## src/rtl/rv32i_dbg_apb_ctrl_pkg.sv

```systemverilog
// Shared types and register map for the debug APB run-control block.
package rv32i_dbg_apb_ctrl_pkg;

    localparam int XLEN = 32;

    typedef enum logic [1:0] {
        RUN    = 2'd0,
        HALTED = 2'd1,
        STEP   = 2'd2
    } dbg_state_e;

    typedef enum logic [1:0] {
        CAUSE_NONE    = 2'd0,
        CAUSE_HALTREQ = 2'd1,
        CAUSE_BP      = 2'd2,
        CAUSE_STEP    = 2'd3
    } dbg_cause_e;

    // Word offsets (paddr[4:2])
    localparam logic [2:0] OFF_CTRL     = 3'd0;
    localparam logic [2:0] OFF_STATUS   = 3'd1;
    localparam logic [2:0] OFF_DPC      = 3'd2;
    localparam logic [2:0] OFF_BP0_ADDR = 3'd3;
    localparam logic [2:0] OFF_BP0_CTRL = 3'd4;
    localparam logic [2:0] OFF_BP1_ADDR = 3'd5;
    localparam logic [2:0] OFF_BP1_CTRL = 3'd6;
    localparam logic [2:0] OFF_HIT_CNT  = 3'd7;

endpackage

```

## src/rtl/rv32i_dbg_apb_ctrl_if.sv

```systemverilog
// APB slave bus bundle for the debug register file.
interface rv32i_dbg_apb_ctrl_if
    import rv32i_dbg_apb_ctrl_pkg::*;
#(
    parameter int APB_AW = 8
);
    logic              psel;
    logic              penable;
    logic              pwrite;
    logic [APB_AW-1:0] paddr;
    logic [XLEN-1:0]   pwdata;
    logic [XLEN-1:0]   prdata;
    logic              pready;
    logic              pslverr;

    modport slave (
        input  psel, penable, pwrite, paddr, pwdata,
        output prdata, pready, pslverr
    );

    modport master (
        output psel, penable, pwrite, paddr, pwdata,
        input  prdata, pready, pslverr
    );
endinterface

```

## src/rtl/rv32i_dbg_apb_ctrl.sv

```systemverilog
// Debug APB register file and RUN/HALTED/STEP run-control FSM.
// Optional feature: define RV32I_DBG_HIT_CNT_EN to add the 16-bit breakpoint
// halt counter at offset 0x1C; without it 0x1C reads 0 and ignores writes.
//
//   state  | meaning
//   RUN    | CPU free-running, breakpoints armed (unless skip_bp)
//   HALTED | CPU stalled, DPC tracks the stalled PC
//   STEP   | CPU released for exactly one retired instruction
module rv32i_dbg_apb_ctrl
    import rv32i_dbg_apb_ctrl_pkg::*;
#(
    parameter int APB_AW     = 8,
    parameter int RESET_HALT = 0
) (
    input  logic                clk,
    input  logic                rst_n,
    rv32i_dbg_apb_ctrl_if.slave apb,
    input  logic [XLEN-1:0]     pc,
    input  logic                instr_retired,
    input  logic                bp_hit,
    input  logic [1:0]          bp_index,
    output logic [XLEN-1:0]     bp0_addr,
    output logic [XLEN-1:0]     bp1_addr,
    output logic                bp0_en,
    output logic                bp1_en,
    output logic                cpu_stall,
    output logic                dbg_halted
);

    localparam dbg_state_e RST_STATE = (RESET_HALT != 0) ? HALTED : RUN;
    localparam dbg_cause_e RST_CAUSE = (RESET_HALT != 0) ? CAUSE_HALTREQ : CAUSE_NONE;

    dbg_state_e      state, state_nxt;
    dbg_cause_e      cause, cause_nxt;
    logic [1:0]      bp_idx, bp_idx_nxt;
    logic            skip_bp;
    logic [XLEN-1:0] dpc;
    logic [XLEN-1:0] hit_cnt_rd;

    logic       access, addr_ok, wr_en, ctrl_wr;
    logic       halt_req, resume_req, step_req, qualified_hit;
    logic [2:0] off;

    // Upper address bits and byte lane bits must be zero for a mapped access.
    assign access     = apb.psel & apb.penable;
    assign addr_ok    = (apb.paddr[APB_AW-1:5] == '0) && (apb.paddr[1:0] == 2'b00);
    assign off        = apb.paddr[4:2];
    assign wr_en      = access & apb.pwrite & addr_ok;
    assign ctrl_wr    = wr_en && (off == OFF_CTRL);
    assign halt_req   = ctrl_wr & apb.pwdata[0];
    assign resume_req = ctrl_wr & apb.pwdata[1];
    assign step_req   = ctrl_wr & apb.pwdata[2];

    assign qualified_hit = bp_hit & ~skip_bp;

    assign apb.pready  = 1'b1;
    assign apb.pslverr = access & ~addr_ok;

    // Stall is combinational so a breakpointed instruction never retires.
    assign cpu_stall  = (state == HALTED) | ((state == RUN) & qualified_hit);
    assign dbg_halted = (state == HALTED);

    // Next-state, halt cause and latched breakpoint index.
    always_comb begin
        state_nxt  = state;
        cause_nxt  = cause;
        bp_idx_nxt = bp_idx;
        unique case (state)
            RUN: begin
                if (qualified_hit) begin
                    state_nxt  = HALTED;
                    cause_nxt  = CAUSE_BP;
                    bp_idx_nxt = bp_index;
                end else if (halt_req) begin
                    state_nxt = HALTED;
                    cause_nxt = CAUSE_HALTREQ;
                end
            end
            HALTED: begin
                if (resume_req) begin
                    state_nxt = RUN;
                end else if (step_req) begin
                    state_nxt = STEP;
                end
            end
            STEP: begin
                if (instr_retired) begin
                    state_nxt = HALTED;
                    cause_nxt = CAUSE_STEP;
                end else if (halt_req) begin
                    state_nxt = HALTED;
                    cause_nxt = CAUSE_HALTREQ;
                end
            end
            default: state_nxt = RUN;
        endcase
    end

    // FSM state register plus skip_bp, which lets the breakpointed
    // instruction execute once after leaving HALTED.
    always_ff @(posedge clk or negedge rst_n) begin
        if (!rst_n) begin
            state   <= RST_STATE;
            cause   <= RST_CAUSE;
            bp_idx  <= 2'b00;
            skip_bp <= 1'b0;
        end else begin
            state  <= state_nxt;
            cause  <= cause_nxt;
            bp_idx <= bp_idx_nxt;
            if ((state == HALTED) && (state_nxt != HALTED)) begin
                skip_bp <= 1'b1;
            end else if (instr_retired) begin
                skip_bp <= 1'b0;
            end
        end
    end

    // DPC follows pc on every cycle that ends in HALTED.
    always_ff @(posedge clk or negedge rst_n) begin
        if (!rst_n) begin
            dpc <= '0;
        end else if (state_nxt == HALTED) begin
            dpc <= pc;
        end
    end

    // Breakpoint configuration registers, writable in any state.
    always_ff @(posedge clk or negedge rst_n) begin
        if (!rst_n) begin
            bp0_addr <= '0;
            bp1_addr <= '0;
            bp0_en   <= 1'b0;
            bp1_en   <= 1'b0;
        end else if (wr_en) begin
            if (off == OFF_BP0_ADDR) bp0_addr <= apb.pwdata;
            if (off == OFF_BP0_CTRL) bp0_en   <= apb.pwdata[0];
            if (off == OFF_BP1_ADDR) bp1_addr <= apb.pwdata;
            if (off == OFF_BP1_CTRL) bp1_en   <= apb.pwdata[0];
        end
    end

`ifdef RV32I_DBG_HIT_CNT_EN
    logic [15:0] hit_cnt;

    // Saturating count of breakpoint halts; a write wins over a same-cycle hit.
    always_ff @(posedge clk or negedge rst_n) begin
        if (!rst_n) begin
            hit_cnt <= '0;
        end else if (wr_en && (off == OFF_HIT_CNT)) begin
            hit_cnt <= '0;
        end else if ((state == RUN) && qualified_hit && (hit_cnt != 16'hFFFF)) begin
            hit_cnt <= hit_cnt + 16'd1;
        end
    end

    assign hit_cnt_rd = {{(XLEN-16){1'b0}}, hit_cnt};
`else
    assign hit_cnt_rd = '0;
`endif

    // Read mux: only drives data in a mapped access phase.
    always_comb begin
        apb.prdata = '0;
        if (access && addr_ok) begin
            unique case (off)
                OFF_STATUS:   apb.prdata = {{(XLEN-8){1'b0}}, bp_idx, cause, 2'b00,
                                            (state == STEP), (state == HALTED)};
                OFF_DPC:      apb.prdata = dpc;
                OFF_BP0_ADDR: apb.prdata = bp0_addr;
                OFF_BP0_CTRL: apb.prdata = {{(XLEN-1){1'b0}}, bp0_en};
                OFF_BP1_ADDR: apb.prdata = bp1_addr;
                OFF_BP1_CTRL: apb.prdata = {{(XLEN-1){1'b0}}, bp1_en};
                OFF_HIT_CNT:  apb.prdata = hit_cnt_rd;
                default:      apb.prdata = '0;
            endcase
        end
    end

endmodule
```

## src/flat_wrapper.sv

```systemverilog
// flat-port wrapper written by rule: the top's interface ports become plain ports
module rv32i_dbg_apb_ctrl_flat import rv32i_dbg_apb_ctrl_pkg::*;
#(
    parameter int APB_AW     = 8,
    parameter int RESET_HALT = 0
)
  (clk, rst_n, pc, instr_retired, bp_hit, bp_index, bp0_addr, bp1_addr, bp0_en, bp1_en, cpu_stall, dbg_halted, apb_psel, apb_penable, apb_pwrite, apb_paddr, apb_pwdata, apb_prdata, apb_pready, apb_pslverr);
  rv32i_dbg_apb_ctrl_if #(.APB_AW(APB_AW)) apb_i ();
  input  logic clk;
  input  logic rst_n;
  input  logic [XLEN-1:0] pc;
  input  logic instr_retired;
  input  logic bp_hit;
  input  logic [1:0] bp_index;
  output logic [XLEN-1:0] bp0_addr;
  output logic [XLEN-1:0] bp1_addr;
  output logic bp0_en;
  output logic bp1_en;
  output logic cpu_stall;
  output logic dbg_halted;
  input wire logic [$bits(apb_i.psel)-1:0] apb_psel;
  input wire logic [$bits(apb_i.penable)-1:0] apb_penable;
  input wire logic [$bits(apb_i.pwrite)-1:0] apb_pwrite;
  input wire logic [$bits(apb_i.paddr)-1:0] apb_paddr;
  input wire logic [$bits(apb_i.pwdata)-1:0] apb_pwdata;
  output wire logic [$bits(apb_i.prdata)-1:0] apb_prdata;
  output wire logic [$bits(apb_i.pready)-1:0] apb_pready;
  output wire logic [$bits(apb_i.pslverr)-1:0] apb_pslverr;
  assign apb_i.psel = apb_psel;
  assign apb_i.penable = apb_penable;
  assign apb_i.pwrite = apb_pwrite;
  assign apb_i.paddr = apb_paddr;
  assign apb_i.pwdata = apb_pwdata;
  assign apb_prdata = apb_i.prdata;
  assign apb_pready = apb_i.pready;
  assign apb_pslverr = apb_i.pslverr;
  rv32i_dbg_apb_ctrl #(.APB_AW(APB_AW), .RESET_HALT(RESET_HALT)) u_core (.clk(clk), .rst_n(rst_n), .apb(apb_i), .pc(pc), .instr_retired(instr_retired), .bp_hit(bp_hit), .bp_index(bp_index), .bp0_addr(bp0_addr), .bp1_addr(bp1_addr), .bp0_en(bp0_en), .bp1_en(bp1_en), .cpu_stall(cpu_stall), .dbg_halted(dbg_halted));
endmodule
```

## config.mk

```make
export PLATFORM = sky130hd
export DESIGN_NAME = rv32i_dbg_apb_ctrl_flat
export DESIGN_NICKNAME = d
export VERILOG_FILES = /design/src/rtl/rv32i_dbg_apb_ctrl_pkg.sv /design/src/rtl/rv32i_dbg_apb_ctrl_if.sv /design/src/rtl/rv32i_dbg_apb_ctrl.sv /design/src/flat_wrapper.sv
export SDC_FILE = /design/constraint.sdc
export NUM_CORES = 1
export LEC_CHECK = 0
export ABC_AREA = 1
export CAP_MARGIN = 20
export CORE_ASPECT_RATIO = 1.2
export CORE_MARGIN = 3
export CORE_UTILIZATION = 48
export CTS_CLUSTER_SIZE = 12
export DETAILED_ROUTE_END_ITERATION = 16
export PLACE_DENSITY = 0.89
export SYNTH_ARGS = -nofsm -noshare
export SYNTH_HDL_FRONTEND = slang
export SYNTH_SLANG_ARGS = --single-unit
```

## constraint.sdc

```tcl
create_clock -name clk -period 1.8 [get_ports clk]
set_input_delay 0.18 -clock clk [delete_from_list [all_inputs] [get_ports clk]]
set_output_delay 0.18 -clock clk [all_outputs]
set_load 0.02 [all_outputs]
```

==> impl_results.md <==
- Die ar.: 11600 sq um
- Pwr Total: 6.63 mW
- Commonest non-fill, non-tap cell in the layout: nand2_1
- Max Cap Violations: 0
- Tmin final: 1800 ps
- Synth Cell Area: 4980 sq um
- Die Width: 99.0 microns
- WP data arrival: 1620 ps
- FF-to-FF Start: u_core.state[0]$_DFF_PN0_
- TritonCTS Buffers: 9
- VDD IR-drop max: 0.626 mV
- Worst Hold Class: in2async
- Routed length per instance: 20.6 microns
- RSZ-0062 raised after global routing: yes
- Gate power share: 24.0%
- DR vias: 5184
- H-tree depth: 3
- Flop2flop setup slack: 230 ps
- Status: finished clean
- WS Path Type: in2out
- Overall Global Routing Usage: 30.1%
- First-pass GRT wire length: 27800 microns
- Vias per Instance: 5.81
- Post-synthesis register bit count: 105
- IO buf count: 181
- Final Core Density: 78.9%
- 1st-iter DRT viols: 369
- Final-stage net count: 842
- DRC viols: 0
- Final Hold Fails: 0
- Largest stage delay, worst path: 280 ps
- Leakage: 3.68 nW
- Yosys warnings: 0
- Placed Cells: 845
- Startpoint Class: input pin
- Buf/Inv on CP: 5
- Avg Inst Size Synth: 9.48 sq um
- Root Driver: clkbuf_16
- Most frequent cells in the layout: nand2_1, clkdlybuf4s50_1, dfrtp_1
- Final worst path period share: 100%
- Part of the power in registers: 43.4%
- Sequential fraction of the synthesis area: 52.8%
- Total gr overflow: 0
- Crit path capture type: output pin
- Final setup viols: 0
- Post-route ant nets: 0
- Final GP Congestion: 0.864
- Netlist cell types: 33
- Pwr per Cell Area: 834 nW/um^2
- P&R area growth vs syn: 59.6%
- Crit path launch: apb_paddr[3]
- # clock sinks: 105
- Clock-pin slew of the registers on the worst-case setup and hold paths: 70 ps
- Diode count: 0
- Initial core utilization: 49.5%
- TritonCTS clock tree: built
- Slew Limit Fails: 0
- Net Switching: 1.95 mW
- Fillers: 641
- Routed WL: 18400 microns
- Pre-antenna DRT Iters: 5
- Clk Latency, worst-skew pair: 350 ps
- Final std cells w/o fill: 892
- Internal: 4.68 mW
- Slowest library cell on the worst path: nor3_4
- Largest net degree at the start of global routing: 57
- CP required: 1620 ps
- CP Max Fanout: 17
- # rows: 40
- Top delay family on crit path: buffers and inverters
- Clock network fraction of design power: 32.7%
- Clock skew: 7.30 ps
- Post-DP HPWL: 11800 microns
- Post-Syn Nets: 606
- Peak Freq: 0.556 GHz
- Total I/O pin count: 183
- Synth Instances: 525
- Number of global-route vias before repair: 5403
- FF-to-FF End: u_core.dpc[27]$_DFFE_PN0N_
- Sw frac: 29.4%
- Share of cells above drive strength 1: 28.9%
- Antenna violations before repair: 0
- Clock Path Buffers: 2
- Depth of the most critical reg-to-reg path: 8
- Die H: 118 microns
- Core area: 10100 sq um
- Crit path cell chain: dlygate4sd2_1 -> inv_2 -> nor3_4 -> buf_4 -> buf_12 -> a22oi_1 -> a21boi_1 -> buf_2
==> power groups by stage <==
| stage | combinational (mW) | clock (mW) | sequential [mW] |
|---|---|---|---|
| after floorplan | 0.609 | 0 | 2.86 |
| after global placement | 1.23 | 0 | 2.87 |
| after detailed placement | 1.28 | 0 | 2.89 |
| after CTS | 1.33 | 2.17 | 2.86 |
| after global routing | 1.70 | 2.26 | 2.90 |
| final | 1.59 | 2.17 | 2.87 |
==> Yosys cell counts, drive strengths merged <==
master / n / share of area (%)
nand2: 175 / 13
nor2: 21 / 2.1
a21boi: 1 / 0.15
mux2: 53 / 12
o21ai: 14 / 1.4
conb: 1 / 0.075
inv: 30 / 2.3
nand4: 36 / 4.5
a22oi: 1 / 0.15
a221oi: 3 / 0.53
o22ai: 7 / 0.88
a41oi: 2 / 0.35
nand3: 12 / 1.8
a21oi: 3 / 0.30
dfrtp: 105 / 53
clkbuf: 5 / 0.38
nor3: 3 / 0.73
a31oi: 25 / 3.1
clkinv: 1 / 0.075
buf: 26 / 3.0
nand3b: 1 / 0.15
==> cells by family after synthesis <==
kind of cell    Yosys count  synth area share, %
simple gates            248                 22.5
flops                   105                 52.8
buf+inv                  62                 5.71
compound gates           56                 6.91
mux                      53                 12.0
other cells               1               0.0753
==> sequential cells by signal, indices dropped and copies added, names as in the netlist <==
| signal | count |
|---|---|
| u_core.bp0_addr | 32 |
| u_core.bp0_en | 1 |
| u_core.bp1_addr | 32 |
| u_core.bp1_en | 1 |
| u_core.bp_idx | 2 |
| u_core.cause | 2 |
| u_core.dpc | 32 |
| u_core.skip_bp | 1 |
| u_core.state | 2 |
==> final cells by class <==
type,count,area (sq um),share of cell area (%)
clock buffers,10,239,3.01
clock inverters,6,90.1,1.13
inverters,31,121,1.53
multi-input cells,358,2190,27.6
flip-flops and latches,105,2630,33.1
well taps,126,158,1.99
repair buffers,256,2520,31.7
==> timing repair <==
action,in CTS,in global routing
pin swaps,4,10
endpoints found under the hold margin,17,0
buffers inserted,18,4
hold buffers,1,0
gates resized for setup,187,42
endpoints found under the setup margin,65,92
cloned,4,4
==> per-stage QoR <==
step                cell area (sq um)  hold WS (ps)  setup slack (ps)  TNS [ps]
CTS                              7750           264              38.4         0
global route                     7940           282             -16.1     -50.2
detailed placement               7280          86.7              -582    -46280
floorplan                        4980          -116               239         0
global placement                 7280          76.6              -534    -40380
finish                           7940           261             0.648         0
==> routing by layer <==
| metal | vias to the layer above | part of all wire [%] | track usage, % |
|---|---|---|---|
| met4 | 0 | 4.0 | 13.5 |
| met3 | 72 | 9.7 | 7.88 |
| met2 | 337 | 51 | 51.5 |
| li1 | 2257 | - | - |
| met1 | 2518 | 35 | 35.0 |
| met5 | - | 0 | 0 |
==> how the worst max path moves through the flow <==
| stage | endpoint | slack, ps | cells after the start |
|---|---|---|---|
| 3_3_place_gp | apb_prdata[31] | -530 | 8 |
| 3_5_place_dp | apb_prdata[7] | -580 | 8 |
| 2_1_floorplan | apb_prdata[16] | 240 | 6 |
| 5_1_grt | apb_prdata[21] | -20 | 8 |
| 6_report | apb_prdata[0] | 0.6 | 8 |
| 4_1_cts | u_core.dpc[31]$_DFFE_PN0N_ | 40 | 16 |
Note: power is estimated with default switching activity, not from simulation.
